`config.mk`:
```
export PLATFORM = sky130hd
export DESIGN_NAME = mdu_unit
export DESIGN_NICKNAME = d
export VERILOG_FILES = /design/src/rtl/mdu_unit.sv
export SDC_FILE = /design/constraint.sdc
export NUM_CORES = 1
export LEC_CHECK = 0
export ABC_AREA = 1
export CORE_MARGIN = 2
export CORE_UTILIZATION = 35
export CTS_CLUSTER_DIAMETER = 30
export DETAILED_ROUTE_END_ITERATION = 8
export DONT_BUFFER_PORTS = 1
export GPL_TIMING_DRIVEN = 0
export REMOVE_ABC_BUFFERS = 1
export SLEW_MARGIN = 0
export SYNTH_ARGS = -nofsm -noshare
export SYNTH_HDL_FRONTEND = slang
export SYNTH_SLANG_ARGS = --single-unit
```
`constraint.sdc`:
```
create_clock -name clk -period 5.1 [get_ports clk]
set_clock_uncertainty 0.15 [all_clocks]
set_input_delay 1.53 -clock clk [delete_from_list [all_inputs] [get_ports clk]]
set_output_delay 1.53 -clock clk [all_outputs]
set_load 0.02 [all_outputs]
```
`src/rtl/mdu_unit.sv`:
```
// Iterative RV32M multiply/divide unit: radix-2 shift-add multiply and restoring
// divide, one bit per cycle, with sign fix-up in a final cycle before done.
module mdu_unit (
  input  logic        clk,
  input  logic        rst,
  input  logic        start,
  input  logic [2:0]  funct3,
  input  logic [31:0] rs1,
  input  logic [31:0] rs2,
  output logic        busy,
  output logic        done,
  output logic [31:0] result
);

  typedef enum logic [1:0] {IDLE, CALC, FIX, DONE} state_t;

  state_t      state_q, state_d;
  logic [2:0]  op_q, op_d;
  logic        sgn_a_q, sgn_a_d;
  logic        sgn_b_q, sgn_b_d;
  logic        special_q, special_d;
  logic [5:0]  cnt_q, cnt_d;
  logic [31:0] opnd_q, opnd_d;
  logic [63:0] acc_q, acc_d;
  logic [31:0] result_q, result_d;

  // Operand conditioning at accept time.
  logic        in_sgn_a, in_sgn_b, is_div, div_zero, div_ovf;
  logic [31:0] mag_a, mag_b;

  assign is_div   = funct3[2];
  assign in_sgn_a = rs1[31] & ((funct3 == 3'b001) || (funct3 == 3'b010) ||
                               (funct3 == 3'b100) || (funct3 == 3'b110));
  assign in_sgn_b = rs2[31] & ((funct3 == 3'b001) || (funct3 == 3'b100) ||
                               (funct3 == 3'b110));
  assign mag_a    = in_sgn_a ? -rs1 : rs1;
  assign mag_b    = in_sgn_b ? -rs2 : rs2;
  assign div_zero = is_div & (rs2 == 32'd0);
  assign div_ovf  = is_div & ~funct3[0] & (rs1 == 32'h8000_0000) & (rs2 == 32'hFFFF_FFFF);

  // acc_q holds {product high, multiplier/product low} or {remainder, quotient}.
  logic [32:0] add_sum, rem_sh, rem_diff;
  logic        neg;
  logic [63:0] prod_fix;
  logic [31:0] quo_fix, rem_fix;

  assign add_sum  = {1'b0, acc_q[63:32]} + (acc_q[0] ? {1'b0, opnd_q} : 33'd0);
  assign rem_sh   = {acc_q[63:32], acc_q[31]};
  assign rem_diff = rem_sh - {1'b0, opnd_q};
  assign neg      = sgn_a_q ^ sgn_b_q;
  assign prod_fix = neg ? -acc_q : acc_q;
  assign quo_fix  = neg ? -acc_q[31:0] : acc_q[31:0];
  assign rem_fix  = sgn_a_q ? -acc_q[63:32] : acc_q[63:32];

  always_comb begin
    state_d   = state_q;
    op_d      = op_q;
    sgn_a_d   = sgn_a_q;
    sgn_b_d   = sgn_b_q;
    special_d = special_q;
    cnt_d     = cnt_q;
    opnd_d    = opnd_q;
    acc_d     = acc_q;
    result_d  = result_q;
    case (state_q)
      IDLE, DONE: begin
        state_d = IDLE;
        if (start) begin
          op_d      = funct3;
          sgn_a_d   = in_sgn_a;
          sgn_b_d   = in_sgn_b;
          cnt_d     = 6'd0;
          opnd_d    = is_div ? mag_b : mag_a;
          acc_d     = {32'd0, is_div ? mag_a : mag_b};
          special_d = div_zero | div_ovf;
          state_d   = (div_zero | div_ovf) ? FIX : CALC;
          // Divide-by-zero is checked first so it takes precedence.
          if (div_zero)
            result_d = funct3[1] ? rs1 : 32'hFFFF_FFFF;
          else if (div_ovf)
            result_d = funct3[1] ? 32'd0 : 32'h8000_0000;
        end
      end
      CALC: begin
        cnt_d = cnt_q + 6'd1;
        if (op_q[2]) begin
          if (!rem_diff[32])
            acc_d = {rem_diff[31:0], acc_q[30:0], 1'b1};
          else
            acc_d = {rem_sh[31:0], acc_q[30:0], 1'b0};
        end else begin
          acc_d = {add_sum, acc_q[31:1]};
        end
        if (cnt_q == 6'd31)
          state_d = FIX;
      end
      FIX: begin
        state_d = DONE;
        if (!special_q) begin
          case (op_q)
            3'b000:                 result_d = prod_fix[31:0];
            3'b001, 3'b010, 3'b011: result_d = prod_fix[63:32];
            3'b100, 3'b101:         result_d = quo_fix;
            default:                result_d = rem_fix;
          endcase
        end
      end
      default: state_d = IDLE;
    endcase
  end

  always_ff @(posedge clk) begin
    if (rst) begin
      state_q   <= IDLE;
      op_q      <= 3'd0;
      sgn_a_q   <= 1'b0;
      sgn_b_q   <= 1'b0;
      special_q <= 1'b0;
      cnt_q     <= 6'd0;
      opnd_q    <= 32'd0;
      acc_q     <= 64'd0;
      result_q  <= 32'd0;
    end else begin
      state_q   <= state_d;
      op_q      <= op_d;
      sgn_a_q   <= sgn_a_d;
      sgn_b_q   <= sgn_b_d;
      special_q <= special_d;
      cnt_q     <= cnt_d;
      opnd_q    <= opnd_d;
      acc_q     <= acc_d;
      result_q  <= result_d;
    end
  end

  assign busy   = (state_q == CALC) || (state_q == FIX);
  assign done   = (state_q == DONE);
  assign result = result_q;

endmodule

```
Word level (Yosys, flattened, before mapping)
Cells that the tools add are included.

storage, ports and cells
  flip-flop bits (word level) = 142
  output and inout bits = 34
  logic and storage cells = 88

cells by class
  add/sub/neg operators = 8
  equality and inequality tests = 19
  muxes and demuxes = 26
  bitwise gates (word level) = 9
  reduce and logical (&&, ||, !) cells = 17

operators by type and width
  kind                                                             count
  32-bit two-way mux                                               13
  64-bit two-way mux                                               4
  32-bit negation                                                  4
  64-bit one-hot mux with 2 select lines                           1
  32-bit one-hot mux with 3 select lines                           1
  32-bit == test, second input constant                            2
  64-bit negation                                                  1
  32-bit one-hot mux with 2 select lines                           1
  32-bit by 32-bit adder with 33-bit output                        1
  33-bit by 32-bit subtractor with 33-bit output                   1
  32-bit zero test                                                 1
  3-bit == test, second input constant                             4
  6-bit one-hot mux with 2 select lines                            1
  3-bit by 2-bit == test with 1-bit output, second input constant  3
  6-bit by 1-bit adder with 6-bit output, second input constant    1
  1-bit bitwise AND                                                6
  3-bit by 1-bit == test with 1-bit output, second input constant  2
  6-bit by 5-bit == test with 1-bit output, second input constant  1
  1-bit logical OR                                                 6
  2-bit two-way mux                                                3
  6-bit two-way mux                                                1
  2-bit inequality test, second input constant                     3
  2-bit one-hot mux with 3 select lines                            1
  2-bit == test, second input constant                             2
  other kinds (12)                                                 15

Longest topological paths before layout
  depth in word-level cells = 9
  mapped depth = 20
  gate-level depth less buffers = 19

Least setup slack after synthesis
No wires, ideal clock.

  path type = input port to flip-flop
  start = in rs1[1]
  end = reg result_q[16], in the netlist result[16]
  setup time = 0.113 ns
  arrival = 3.097 ns
  required time = 4.837 ns
  path slack = 1.740 ns
  stages on the path = 18
  buffers on the path = 1
  path through = inv_1 ha_1 inv_2 nor3_4 inv_2 nor2_4 nand2_2 nor2_1 nand3_1 nand2_1 nand2_1 nand2_2 nand2_4 clkinv_4 buf_6 nand2_1 o21ai_1 inv_1

between the ends
  word-level cells in the longest chain between the ends = 5

ends and longest elaborated chain
  item                             line  source
  from (decl)                      8     input logic [31:0] rs1,
  32-bit == test                   39    assign div_ovf = is_div & ~funct3[0] & (rs1 == 32'h8000_0000) & (rs2 == 32'hFFFF_FFFF);
  1-bit bitwise AND (2 in a row)   39
  3-bit inequality test (no line)  -
  4-bit AND reduction (no line)    -
  to (signal assigned)             132   result_q <= result_d;
  to (decl)                        25    logic [31:0] result_q, result_d;

Every way passes these cells.
A chain may end at the register's enable or synchronous reset.

Final worst setup path
  start = reg sgn_a_q
  end = reg result_q[15], in the netlist result[15]

between the ends
  word-level cells in the longest chain between the ends = 5
  elaborated cells on any way between the ends = 7

ends and longest elaborated chain
  item                                                      line    source
  from (decl)                                               19      logic sgn_a_q, sgn_a_d;
  from (signal assigned)                                    126     sgn_a_q <= sgn_a_d;
  1-bit XOR                                                 50      assign neg = sgn_a_q ^ sgn_b_q;
  32-bit two-way mux or 64-bit two-way mux (tied branches)  52, 51
  32-bit one-hot mux with 3 select lines *                  100     case (op_q)
  32-bit two-way mux *                                      99      if (!special_q) begin
  32-bit one-hot mux with 2 select lines *                  65      case (state_q)

Mark *: on every way between the ends. The rest lies on a longest branch, timed or not. The select of a mux whose other input is x is not followed.

==> results.json <==
{
  "postSynthAreaPerCell_um2": 5.37,
  "tightest_slew_ns": 1.43,
  "core_um2": 49000,
  "dp_hpwl_mm": 58.7,
  "cts_root_buffer": "clkbuf_16",
  "ir_worst_vdd_mv": 0.280,
  "place_congestion": 1.03,
  "min-delay-path-class": "flip-flop to flip-flop",
  "htree_num_levels": 4,
  "grt_first_pass_wirelength_mm": 110,
  "drv_slew": 0,
  "setup_viol": 0,
  "grt_pass1_vias": 18387,
  "cp-start-kind": "flip-flop",
  "r2r_slack_ns": 0.69,
  "clock_path_buffers": 2,
  "die_h_um": 227,
  "rows": 81,
  "synth_cell_types": 54,
  "grt_max_degree": 92,
  "hp-start": "cnt_q[1]$_SDFFE_PP0P_",
  "drcViolationCount": 0,
  "numCtsBuffers": 17,
  "cts_tree": "built",
  "path_cells": "or2_1 -> nand2_2 -> inv_2 -> nand2_1 -> a21oi_1 -> o21ai_0 -> nand2_1 -> inv_1 -> a21oi_1 -> nor2_1 -> nor2_1",
  "leakagePower_nw": 8.79,
  "start_util": 0.355,
  "grt_use_total": 0.284,
  "hold_depth": 2,
  "final_cell_mix": "nand2_1 (971), inv_1 (433), nor2_1 (361)",
  "layout_commonest_cell": "nand2_1",
  "fmax_ghz": 0.227,
  "reg2reg_depth": 11,
  "slowest_stage": "dfxtp_1",
  "post_cts_buffers": 0,
  "required_ns": 5.35,
  "synth-edff-count": 0,
  "cts_resized": 0,
  "endpoint_kind": "flip-flop",
  "cts_hold_buf": 0,
  "dieArea_um2": 51500,
  "antenna_found_initial": 0,
  "arrival_ns": 4.66,
  "path_max_fanout": 55,
  "port_buffers": 0,
  "grt_overflow": 0,
  "synth-main-ff-cell": "dfxtp_1",
  "drtIter0Drc": 2599,
  "cp_top_family": "flip-flops",
  "critPathKind": "flip-flop to flip-flop",
  "ioPinCount": 104,
  "routed_wl_mm": 74.1,
  "drive_above_1_share": 0.0317,
  "die-width_um": 227,
  "diodes": 0,
  "dr.pass1.iters": 8,
  "clk_pin_slew_worst_paths_ns": 0.08,
  "clk_latency_ns": 0.46,
  "hold_viol_final": 0,
  "min_to": "cnt_q[1]$_SDFFE_PP0P_",
  "area_growth_pct": 5.93,
  "p_per_area_nw_per_um2": 480,
  "cts.sinks": 142,
  "syn_area_um2": 17400,
  "wire_per_inst_um": 19.4,
  "via_per_inst": 5.41,
  "layoutNonFillerInstCount": 3820,
  "timing.rr.end": "result[15]$_SDFFE_PP0P_",
  "hold_ws_ns": 0.342,
  "synthCells": 3237,
  "detail-route-antenna-nets": 0,
  "slowest_delay_ns": 1.23,
  "ys_seq_elements": 142,
  "rsz0062_at_grt": "false",
  "async_reset_ff_frac": 0,
  "r2r_start": "sgn_a_q$_SDFFE_PP0P_",
  "dp.cells": 3788,
  "status": "finished clean",
  "crit_buf_inv": 2,
  "fin_nets": 3288,
  "power_mw": 8.85,
  "maxCapViolations": 0,
  "min_period_ns": 4.41,
  "vias": 20666,
  "yosys_warnings": 0,
  "slew_headroom": 0.0445,
  "synth-seq-area-share": 0.163,
  "fin_crit_sh": 0.865,
  "final_core_util": 0.376
}
## cell families (layout without fill, tap and decap cells)
group,count (synthesis),count (layout),share of synthesized area
xor+xnor,82,82,0.0413
compound gates,608,608,0.189
simple gates,1760,1760,0.421
buf+inv,570,489,0.130
flops,142,142,0.163
fa+ha+maj,75,75,0.0548
## metal layers
layer / vias up / global-route usage / share of wire
met3: 169 / 0.0614 / 0.11
met4: 0 / 0.154 / 0.058
met5: - / 0 / 0
li1: 10271 / - / -
met1: 9087 / 0.376 / 0.41
met2: 1139 / 0.429 / 0.42
## final cells by class
class,instances,area (µm²)
clock buffer,17,425
clock inverter,15,191
fill,5535,30500
inverter,451,1700
multi-input combinational,2525,12300
sequential,142,2850
tap,664,831
timing repair buffer,6,113
## per-stage QoR
stage                     instance area [µm²]  setup slack, ns  TNS, ns
after floorplan                         16800            0.374        0
after global placement                  17700            -3.08  -212.09
after detailed placement                17800            0.393        0
after CTS                               18400            0.571        0
after global routing                    18400            0.543        0
final                                   18400            0.690        0
## worst max-delay path by stage
| stage | from | end | slack [ns] | depth (start not counted) |
|---|---|---|---|---|
| finish | sgn_a_q$_SDFFE_PP0P_ | result[15]$_SDFFE_PP0P_ | 0.69 | 11 |
| floorplan | state_q[0]$_SDFFE_PP0P_ | cnt_q[4]$_SDFFE_PP0P_ | 0.37 | 7 |
| CTS | state_q[0]$_SDFFE_PP0P_ | acc_q[32]$_SDFFE_PP0P_ | 0.57 | 7 |
| global route | sgn_a_q$_SDFFE_PP0P_ | result[15]$_SDFFE_PP0P_ | 0.54 | 11 |
| detailed placement | funct3[2] | acc_q[30]$_SDFFE_PP0P_ | 0.39 | 12 |
| global placement | op_q[2]$_SDFFE_PP0P_ | result[15]$_SDFFE_PP0P_ | -3.08 | 10 |
## state kept, by name, indices dropped and copies added (netlist names)
name,count
special_q,1
sgn_b_q,1
state_q,2
op_q,3
cnt_q,6
acc_q,64
opnd_q,32
result,32
sgn_a_q,1
## worst min-delay path, cell delays in order (launching register included)
cell and delay, ns:
dfxtp_1 0.33, nand2_1 0.07, a21oi_1 0.05
## report_power, final
group	switching [mW]	internal, mW
clock network	0.654	0.670
registers	0.513	1.33
logic	4.03	1.65
total	5.20	3.65
## synthesized netlist by cell type, drive strengths merged (3+ instances only)
| library cell | number | share of area |
|---|---|---|
| o21bai | 15 | 0.0065 |
| or2 | 14 | 0.0050 |
| o21ai | 255 | 0.074 |
| xor2 | 66 | 0.033 |
| nor4 | 7 | 0.0029 |
| clkinv | 4 | 0.0012 |
| nand3b | 12 | 0.0052 |
| buf | 43 | 0.016 |
| clkbuf | 76 | 0.017 |
| a21oi | 254 | 0.074 |
| nor2 | 372 | 0.082 |
| o31ai | 4 | 0.0017 |
| ha | 73 | 0.053 |
| o211ai | 32 | 0.014 |
| a31oi | 20 | 0.0072 |
| dfxtp | 142 | 0.16 |
| o221ai | 12 | 0.0060 |
| nand3 | 294 | 0.085 |
| a22oi | 3 | 0.0013 |
| a211oi | 3 | 0.0013 |
| nand2 | 979 | 0.21 |
| xnor2 | 16 | 0.0081 |
| inv | 447 | 0.096 |
| o22ai | 3 | 0.0011 |
| nand4 | 44 | 0.016 |
| o21a | 4 | 0.0017 |
| nor3 | 32 | 0.010 |
Note: power is estimated with default switching activity, not from simulation.
